<file path="config.mk">
export PLATFORM = sky130hd
export DESIGN_NAME = dual_pipe_sequencer_flat
export DESIGN_NICKNAME = d
export VERILOG_FILES = /design/src/rtl/dual_pipe_sequencer_if.sv /design/src/rtl/dual_pipe_sequencer.sv /design/src/flat_wrapper.sv
export SDC_FILE = /design/constraint.sdc
export NUM_CORES = 1
export LEC_CHECK = 0
export CORE_UTILIZATION = 43
export DETAILED_ROUTE_END_ITERATION = 8
export GPL_TIMING_DRIVEN = 0
export PLACE_DENSITY = 0.85
export SYNTH_ARGS = -nofsm -noshare
export SYNTH_HDL_FRONTEND = slang
export SYNTH_SLANG_ARGS = --single-unit
</file>
<file path="constraint.sdc">
create_clock -name clk -period 6.9 [get_ports clk]
set_input_delay 1.38 -clock clk [delete_from_list [all_inputs] [get_ports clk]]
set_output_delay 1.38 -clock clk [all_outputs]
set_load 0.005 [all_outputs]
</file>
<file path="src/rtl/dual_pipe_sequencer_if.sv">
// Producer handshake and lockstep pipeline issue/retire bus for dual_pipe_sequencer.
interface dual_pipe_sequencer_if #(
    parameter int unsigned DATA_W = 32
) ();
    logic              src_valid;
    logic [DATA_W-1:0] src_data;
    logic              src_ready;
    logic [DATA_W-1:0] pipeline1_inputs;
    logic [DATA_W-1:0] pipeline2_inputs;
    logic              issue_valid;
    logic [1:0]        in_valid;

    modport master (
        output src_valid, src_data, in_valid,
        input  src_ready, pipeline1_inputs, pipeline2_inputs, issue_valid
    );

    modport slave (
        input  src_valid, src_data, in_valid,
        output src_ready, pipeline1_inputs, pipeline2_inputs, issue_valid
    );
endinterface

</file>
<file path="src/rtl/dual_pipe_sequencer.sv">
// Issue controller for two lockstep pipelines: credit tracking, drain and flush sequencing.
module dual_pipe_sequencer #(
    parameter int unsigned          DATA_W       = 32,
    parameter int unsigned          PIPE_DEPTH   = 4,
    parameter int unsigned          FLUSH_CYCLES = 4,
    parameter logic [DATA_W-1:0]    P2_MASK      = '0,
    localparam int unsigned         CNT_W        = $clog2(PIPE_DEPTH + 1)
) (
    input  logic                 clk,
    input  logic                 reset,
    input  logic                 enable_i,
    input  logic                 flush_req_i,
    dual_pipe_sequencer_if.slave bus,
    output logic                 flush_1_o,
    output logic                 flush_2_o,
    output logic [CNT_W-1:0]     inflight_o,
    output logic                 busy_o,
    output logic                 err_diverge_o,
    output logic                 err_underflow_o
);
    localparam int unsigned FC_W = $clog2(FLUSH_CYCLES + 1);

    typedef enum logic [2:0] {
        IDLE    = 3'd0,
        ISSUE   = 3'd1,
        DRAIN   = 3'd2,
        FLUSH   = 3'd3,
        RECOVER = 3'd4
    } state_e;

    state_e            state_q, state_d;
    logic [CNT_W-1:0]  cnt1_q, cnt1_d, cnt2_q, cnt2_d;
    logic [FC_W-1:0]   fcnt_q, fcnt_d;
    logic [DATA_W-1:0] p1_q, p2_q;
    logic              issue_valid_q, flush_q, busy_q, err_div_q, err_und_q;

    logic in_ok, xfer, dec1, dec2, diverge, under1, under2, flush_go, ready_c;

    // Handshake, credit arithmetic and next-state selection
    always_comb begin
        in_ok    = (state_q == ISSUE) || (state_q == DRAIN);
        ready_c  = (state_q == ISSUE) && enable_i && !flush_req_i &&
                   (cnt1_q < CNT_W'(PIPE_DEPTH)) && (cnt2_q < CNT_W'(PIPE_DEPTH));
        xfer     = bus.src_valid && ready_c;
        dec1     = in_ok && bus.in_valid[0];
        dec2     = in_ok && bus.in_valid[1];
        diverge  = in_ok && (bus.in_valid[0] ^ bus.in_valid[1]);
        under1   = dec1 && (cnt1_q == '0) && !xfer;
        under2   = dec2 && (cnt2_q == '0) && !xfer;
        flush_go = in_ok && (flush_req_i || diverge || under1 || under2);

        cnt1_d  = cnt1_q;
        cnt2_d  = cnt2_q;
        fcnt_d  = fcnt_q;
        state_d = state_q;

        if (xfer && !dec1)                         cnt1_d = cnt1_q + CNT_W'(1);
        else if (!xfer && dec1 && cnt1_q != '0)    cnt1_d = cnt1_q - CNT_W'(1);
        if (xfer && !dec2)                         cnt2_d = cnt2_q + CNT_W'(1);
        else if (!xfer && dec2 && cnt2_q != '0)    cnt2_d = cnt2_q - CNT_W'(1);

        case (state_q)
            IDLE:    if (enable_i) state_d = ISSUE;
            ISSUE:   if (!enable_i) state_d = DRAIN;
            DRAIN:   if (cnt1_q == '0 && cnt2_q == '0) state_d = IDLE;
            FLUSH: begin
                if (fcnt_q == '0) state_d = RECOVER;
                else              fcnt_d  = fcnt_q - FC_W'(1);
            end
            RECOVER: state_d = enable_i ? ISSUE : IDLE;
            default: state_d = IDLE;
        endcase

        // Flush entry overrides drain/enable moves and drops same-cycle retires
        if (flush_go) begin
            state_d = FLUSH;
            fcnt_d  = FC_W'(FLUSH_CYCLES - 1);
            cnt1_d  = '0;
            cnt2_d  = '0;
        end

        bus.src_ready = ready_c;
    end

    always_ff @(posedge clk) begin
        if (reset) begin
            state_q       <= IDLE;
            cnt1_q        <= '0;
            cnt2_q        <= '0;
            fcnt_q        <= '0;
            p1_q          <= '0;
            p2_q          <= '0;
            issue_valid_q <= 1'b0;
            flush_q       <= 1'b0;
            busy_q        <= 1'b0;
            err_div_q     <= 1'b0;
            err_und_q     <= 1'b0;
        end else begin
            state_q       <= state_d;
            cnt1_q        <= cnt1_d;
            cnt2_q        <= cnt2_d;
            fcnt_q        <= fcnt_d;
            issue_valid_q <= xfer && !flush_go;
            flush_q       <= (state_d == FLUSH);
            busy_q        <= (state_d != IDLE);
            err_div_q     <= err_div_q | diverge;
            err_und_q     <= err_und_q | under1 | under2;
            if (xfer) begin
                p1_q <= bus.src_data;
                p2_q <= bus.src_data ^ P2_MASK;
            end
        end
    end

    assign bus.issue_valid      = issue_valid_q;
    assign bus.pipeline1_inputs = p1_q;
    assign bus.pipeline2_inputs = p2_q;
    assign flush_1_o            = flush_q;
    assign flush_2_o            = flush_q;
    assign inflight_o           = cnt1_q;
    assign busy_o               = busy_q;
    assign err_diverge_o        = err_div_q;
    assign err_underflow_o      = err_und_q;
endmodule

</file>
<file path="src/flat_wrapper.sv">
// flat-port wrapper written by rule: the top's interface ports become plain ports
module dual_pipe_sequencer_flat 
#(
    parameter int unsigned          DATA_W       = 32,
    parameter int unsigned          PIPE_DEPTH   = 4,
    parameter int unsigned          FLUSH_CYCLES = 4,
    parameter logic [DATA_W-1:0]    P2_MASK      = '0,
    localparam int unsigned         CNT_W        = $clog2(PIPE_DEPTH + 1)
)
  (clk, reset, enable_i, flush_req_i, flush_1_o, flush_2_o, inflight_o, busy_o, err_diverge_o, err_underflow_o, bus_src_valid, bus_src_data, bus_in_valid, bus_src_ready, bus_pipeline1_inputs, bus_pipeline2_inputs, bus_issue_valid);
  dual_pipe_sequencer_if #(.DATA_W(DATA_W)) bus_i ();
  input  logic clk;
  input  logic reset;
  input  logic enable_i;
  input  logic flush_req_i;
  output logic flush_1_o;
  output logic flush_2_o;
  output logic [CNT_W-1:0] inflight_o;
  output logic busy_o;
  output logic err_diverge_o;
  output logic err_underflow_o;
  input wire logic [$bits(bus_i.src_valid)-1:0] bus_src_valid;
  input wire logic [$bits(bus_i.src_data)-1:0] bus_src_data;
  input wire logic [$bits(bus_i.in_valid)-1:0] bus_in_valid;
  output wire logic [$bits(bus_i.src_ready)-1:0] bus_src_ready;
  output wire logic [$bits(bus_i.pipeline1_inputs)-1:0] bus_pipeline1_inputs;
  output wire logic [$bits(bus_i.pipeline2_inputs)-1:0] bus_pipeline2_inputs;
  output wire logic [$bits(bus_i.issue_valid)-1:0] bus_issue_valid;
  assign bus_i.src_valid = bus_src_valid;
  assign bus_i.src_data = bus_src_data;
  assign bus_i.in_valid = bus_in_valid;
  assign bus_src_ready = bus_i.src_ready;
  assign bus_pipeline1_inputs = bus_i.pipeline1_inputs;
  assign bus_pipeline2_inputs = bus_i.pipeline2_inputs;
  assign bus_issue_valid = bus_i.issue_valid;
  dual_pipe_sequencer #(.DATA_W(DATA_W), .PIPE_DEPTH(PIPE_DEPTH), .FLUSH_CYCLES(FLUSH_CYCLES), .P2_MASK(P2_MASK)) u_core (.clk(clk), .reset(reset), .enable_i(enable_i), .flush_req_i(flush_req_i), .bus(bus_i), .flush_1_o(flush_1_o), .flush_2_o(flush_2_o), .inflight_o(inflight_o), .busy_o(busy_o), .err_diverge_o(err_diverge_o), .err_underflow_o(err_underflow_o));
endmodule
</file>
==> flow_summary.html <==
<table>
<tr><th>Metric</th><th>Value</th></tr>
<tr><th colspan="2">Layout</th></tr>
<tr><td>Area grow syn2layout</td><td>57.4%</td></tr>
<tr><td>Combined area of the multi-input logic cells</td><td>about 960 um^2</td></tr>
<tr><td>FF+latch area</td><td>a little under 1000 um^2</td></tr>
<tr><td>Post-layout net count</td><td>437</td></tr>
<tr><td>Layout fillers</td><td>between 400 and 500</td></tr>
<tr><td>Fraction of the core area covered by cells at the end of the flow</td><td>a little over two thirds</td></tr>
<tr><td>Ratio of cells with drive above 1 in the final layout</td><td>12.2%</td></tr>
<tr><td>Diodes inserted</td><td>0</td></tr>
<tr><th colspan="2">Worst setup path</th></tr>
<tr><td>Reg-to-reg endpoint</td><td>u_core.cnt2_q[2]$_SDFFE_PP0P_</td></tr>
<tr><td>Critical path endpoint</td><td>bus_src_ready</td></tr>
<tr><td>Setup slack of the worst register-to-register path</td><td>around 4.1 ns</td></tr>
<tr><td>Startpoint Class</td><td>input pin</td></tr>
<tr><td>Most frequent CP cell</td><td>clkdlybuf4s50_1</td></tr>
<tr><td>Critical-path cell list</td><td>clkdlybuf4s50_1 -&gt; nand4bb_1 -&gt; nor4_1 -&gt; clkdlybuf4s50_1</td></tr>
<tr><td>Maximum fanout encountered on the critical timing path</td><td>4</td></tr>
<tr><td>Worst r2r path cells</td><td>6</td></tr>
<tr><td>Crit path launch</td><td>enable_i</td></tr>
<tr><td>Setup CP Type</td><td>in -&gt; out</td></tr>
<tr><td>Data arrival at the endpoint of the critical path</td><td>2.88 ns</td></tr>
<tr><td>Req. time, crit path</td><td>5.52 ns</td></tr>
<tr><td>Crit path capture type</td><td>output port</td></tr>
<tr><td>Delay of the slowest critical-path stage</td><td>approximately 0.57 ns</td></tr>
<tr><td>FF-to-FF Start</td><td>u_core.inflight_o[2]$_SDFFE_PP0P_</td></tr>
<tr><td>Master of the slowest instance on the critical path</td><td>clkdlybuf4s50_1</td></tr>
<tr><th colspan="2">Placed design</th></tr>
<tr><td>Global placer's final weighted congestion</td><td>~0.86</td></tr>
<tr><td>Detailed placer's ending HPWL</td><td>4080 um</td></tr>
<tr><td>Number of I/O port buffers</td><td>111</td></tr>
<tr><td>Post-Place Worst Slack</td><td>between 2 and 3 ns</td></tr>
<tr><th colspan="2">Die</th></tr>
<tr><td>Starting density of the core</td><td>~44%</td></tr>
<tr><td>Die ar.</td><td>around 5500 um^2</td></tr>
<tr><td>Std-Cell Rows</td><td>26</td></tr>
<tr><td>Number of top-level pins</td><td>113</td></tr>
<tr><td>Horizontal extent of the die</td><td>74.5 um</td></tr>
<tr><td>Y dimension of the die</td><td>74.5 um</td></tr>
<tr><td>Core area</td><td>a little over 5000 um^2</td></tr>
<tr><th colspan="2">Logic synthesis</th></tr>
<tr><td>Fraction of the yosys area taken by sequential cells</td><td>43.5%</td></tr>
<tr><td>Post-synthesis sequential element count</td><td>49</td></tr>
<tr><td>Dominant register cell in the synthesized netlist</td><td>dfxtp_1</td></tr>
<tr><td>Synthesized net count</td><td>319</td></tr>
<tr><td>Number of synthesized flops with an enable pin</td><td>0</td></tr>
<tr><td>Synth area leader</td><td>dfxtp_1</td></tr>
<tr><td>Syn. warnings</td><td>0</td></tr>
<tr><td>Fraction of synthesized cell area taken by the top area cell type</td><td>between 40% and 50%</td></tr>
<tr><td>Dominant cells by area after synthesis</td><td>dfxtp_1 (43%), nand2_1 (11%), buf_4 (11%)</td></tr>
<tr><td>Number of unique standard cell types used by synthesis</td><td>36</td></tr>
<tr><td>Mapped Avg Cell Area</td><td>8.18 um^2</td></tr>
<tr><td>Cell with the most instances after synthesis</td><td>nand2_1</td></tr>
<tr><td>Cell count after synthesis</td><td>276</td></tr>
<tr><td>Post-synthesis instance area</td><td>between 2000 and 2500 um^2</td></tr>
<tr><td>Share of flip-flops with an asynchronous set or reset after synthesis</td><td>0%</td></tr>
<tr><td>Cell types with the highest counts after synthesis</td><td>nand2_1 (69), dfxtp_1 (49), a21oi_1 (43)</td></tr>
<tr><th colspan="2">Route</th></tr>
<tr><td>Number of optimization iterations in the first detailed-route pass</td><td>4</td></tr>
<tr><td>Via count</td><td>2,204</td></tr>
<tr><td>DRT iter0 DRCs</td><td>between 100 and 150</td></tr>
<tr><td># DRC</td><td>0</td></tr>
<tr><td>Overall routed net length</td><td>roughly 5400 um</td></tr>
<tr><td>Average wire per standard cell</td><td>~12 um</td></tr>
<tr><td>Routed Antenna Nets</td><td>0</td></tr>
<tr><td>Via count normalized by instance count</td><td>4.74</td></tr>
<tr><th colspan="2">Pwr</th></tr>
<tr><td>Pwr Total</td><td>~0.77 mW</td></tr>
<tr><td>Reported leakage power</td><td>1.32 nW</td></tr>
<tr><td>Peak ir drop on the vdd network</td><td>approximately 0.13 mV</td></tr>
<tr><td>Total power density per cell area</td><td>approximately 220 nW/um^2</td></tr>
<tr><th colspan="2">STA</th></tr>
<tr><td>Post-Route Setup TNS</td><td>0 ns</td></tr>
<tr><td>Post-Route Skew</td><td>roughly 0.0055 ns</td></tr>
<tr><td>Final setup violation count</td><td>0</td></tr>
<tr><td>Max Freq</td><td>roughly 230 MHz</td></tr>
<tr><td>Slew Viols, Final</td><td>0</td></tr>
<tr><td>Time the worst path needs with I/O delays and setup</td><td>4.26 ns</td></tr>
<tr><td>Max_slew headroom</td><td>62.1%</td></tr>
<tr><td>Setup repair after global routing missed its margin</td><td>false</td></tr>
<tr><td>Number of failing hold endpoints at the final stage</td><td>0</td></tr>
<tr><td>Post-route worst setup slack</td><td>between 2 and 3 ns</td></tr>
<tr><td>Part of the cycle the worst path needs</td><td>61.7%</td></tr>
<tr><td>Worst-margin pin slew</td><td>0.566 ns</td></tr>
<tr><th colspan="2">CTS</th></tr>
<tr><td>Clock Latency Late Sink</td><td>around 0.29 ns</td></tr>
<tr><td>Clock tree from TritonCTS</td><td>yes</td></tr>
<tr><td>Number of buffers added for setup after CTS</td><td>0</td></tr>
<tr><td>Root cell of the clock tree</td><td>clkbuf_8</td></tr>
<tr><td>Clock edge transition at the registers on the reported setup and hold paths</td><td>0.08 ns</td></tr>
<tr><td>CTS buffer count</td><td>5</td></tr>
<tr><td>Number of buffers inserted for hold repair after clock tree synthesis</td><td>0</td></tr>
<tr><td>Resized cells post-CTS</td><td>0</td></tr>
<tr><td>Clock Sink Count</td><td>49</td></tr>
<tr><td>Clk buf depth</td><td>2</td></tr>
<tr><td>Level count of the clock H-tree</td><td>2</td></tr>
<tr><th colspan="2">Outcome</th></tr>
<tr><td>Outcome</td><td>complete, no violations</td></tr>
<tr><th colspan="2">GRT</th></tr>
<tr><td>Global-route wire length before repair</td><td>8580 um</td></tr>
<tr><td>Pin count of the biggest net entering global routing</td><td>16</td></tr>
<tr><td>Vias in the first global route</td><td>slightly above 2,000</td></tr>
<tr><td>GRT overflow</td><td>0</td></tr>
<tr><td>Tot GR Track Use</td><td>a little under 20%</td></tr>
<tr><td>Number of antenna violations at the first check in global routing</td><td>0</td></tr>
<tr><th colspan="2">Job</th></tr>
<tr><td>Number of max-cap violations</td><td>0</td></tr>
<tr><th colspan="2">Hold path</th></tr>
<tr><td>Tightest Hold Check Type</td><td>reg -&gt; reg</td></tr>
</table>
[per-stage QoR]
step                      instances  hold slack, ns  area, um^2
after floorplan                 276           0.460        2260
after global placement          457           0.448        3460
after detailed placement        457           0.463        3460
after CTS                       465           0.475        3550
after global routing            465           0.496        3550
final                           465           0.471        3550
[how the worst min path moves through the flow]
stage                     cells after the start                                         start                                      endpoint
after global routing                          2   u_core.bus.pipeline1_inputs[0]$_SDFFE_PP0P_   u_core.bus.pipeline1_inputs[0]$_SDFFE_PP0P_
after CTS                                     2  u_core.bus.pipeline1_inputs[17]$_SDFFE_PP0P_  u_core.bus.pipeline1_inputs[17]$_SDFFE_PP0P_
after floorplan                               2               u_core.err_diverge_o$_SDFF_PP0_               u_core.err_diverge_o$_SDFF_PP0_
final                                         2  u_core.bus.pipeline1_inputs[17]$_SDFFE_PP0P_  u_core.bus.pipeline1_inputs[17]$_SDFFE_PP0P_
after detailed placement                      2  u_core.bus.pipeline1_inputs[17]$_SDFFE_PP0P_  u_core.bus.pipeline1_inputs[17]$_SDFFE_PP0P_
after global placement                        2             u_core.err_underflow_o$_SDFF_PP0_             u_core.err_underflow_o$_SDFF_PP0_
[placed cells by master (no fill, tap or decap), drive strengths merged, types with 4 or more instances in the layout]
cell type / instances
a21oi: 43
buf: 37
clkbuf: 16
clkdlybuf4s50: 111
dfxtp: 49
inv: 4
nand2: 69
nand2b: 4
nand3: 7
nor2: 10
nor3: 6
[worst max-delay path, delay by kind of cell]
family        cells  cell delay, ns
buf+inv           2            1.08
simple gates      2            0.41
[cell type report]
class | count | share of cell area (%)
flip-flops and latches | 49 | 27.6
inverters | 4 | 0.423
clock inverters | 2 | 0.387
well taps | 70 | 2.47
repair buffers | 111 | 31.3
multi-input cells | 176 | 26.9
clock buffers | 6 | 2.32
plain buffers | 47 | 8.56
[flip-flops by register name, summed over array words and instances, names as in the netlist]
name	cells
u_core.busy_o	1
u_core.err_underflow_o	1
u_core.state_q	3
u_core.fcnt_q	3
u_core.bus.pipeline1_inputs	32
u_core.err_diverge_o	1
u_core.bus.issue_valid	1
u_core.inflight_o	3
u_core.flush_1_o	1
u_core.cnt2_q	3
[metal layers]
layer  GRT usage [%]  up-vias  wire length (um)
met5               0        -                 0
met4            5.87        0                34
met3            4.47        4               306
met2            34.1       73              2700
met1            24.3     1008              2350
li1                -     1119                 -
[report_power, final]
group	switching, mW	internal (mW)
registers	0.0181	0.313
logic	0.128	0.139
clock network	0.0912	0.0813
total	0.237	0.533
[kinds of logic after synthesis]
logic type / after synthesis / share of synthesized area [%]
compound gates: 55 / 13.9
fa+ha+maj: 4 / 2.88
xor+xnor: 4 / 1.55
buf+inv: 51 / 14.1
simple gates: 111 / 23.2
flops: 49 / 43.5
mux: 2 / 0.887
No activity file was read; power rests on OpenSTA's default activity.
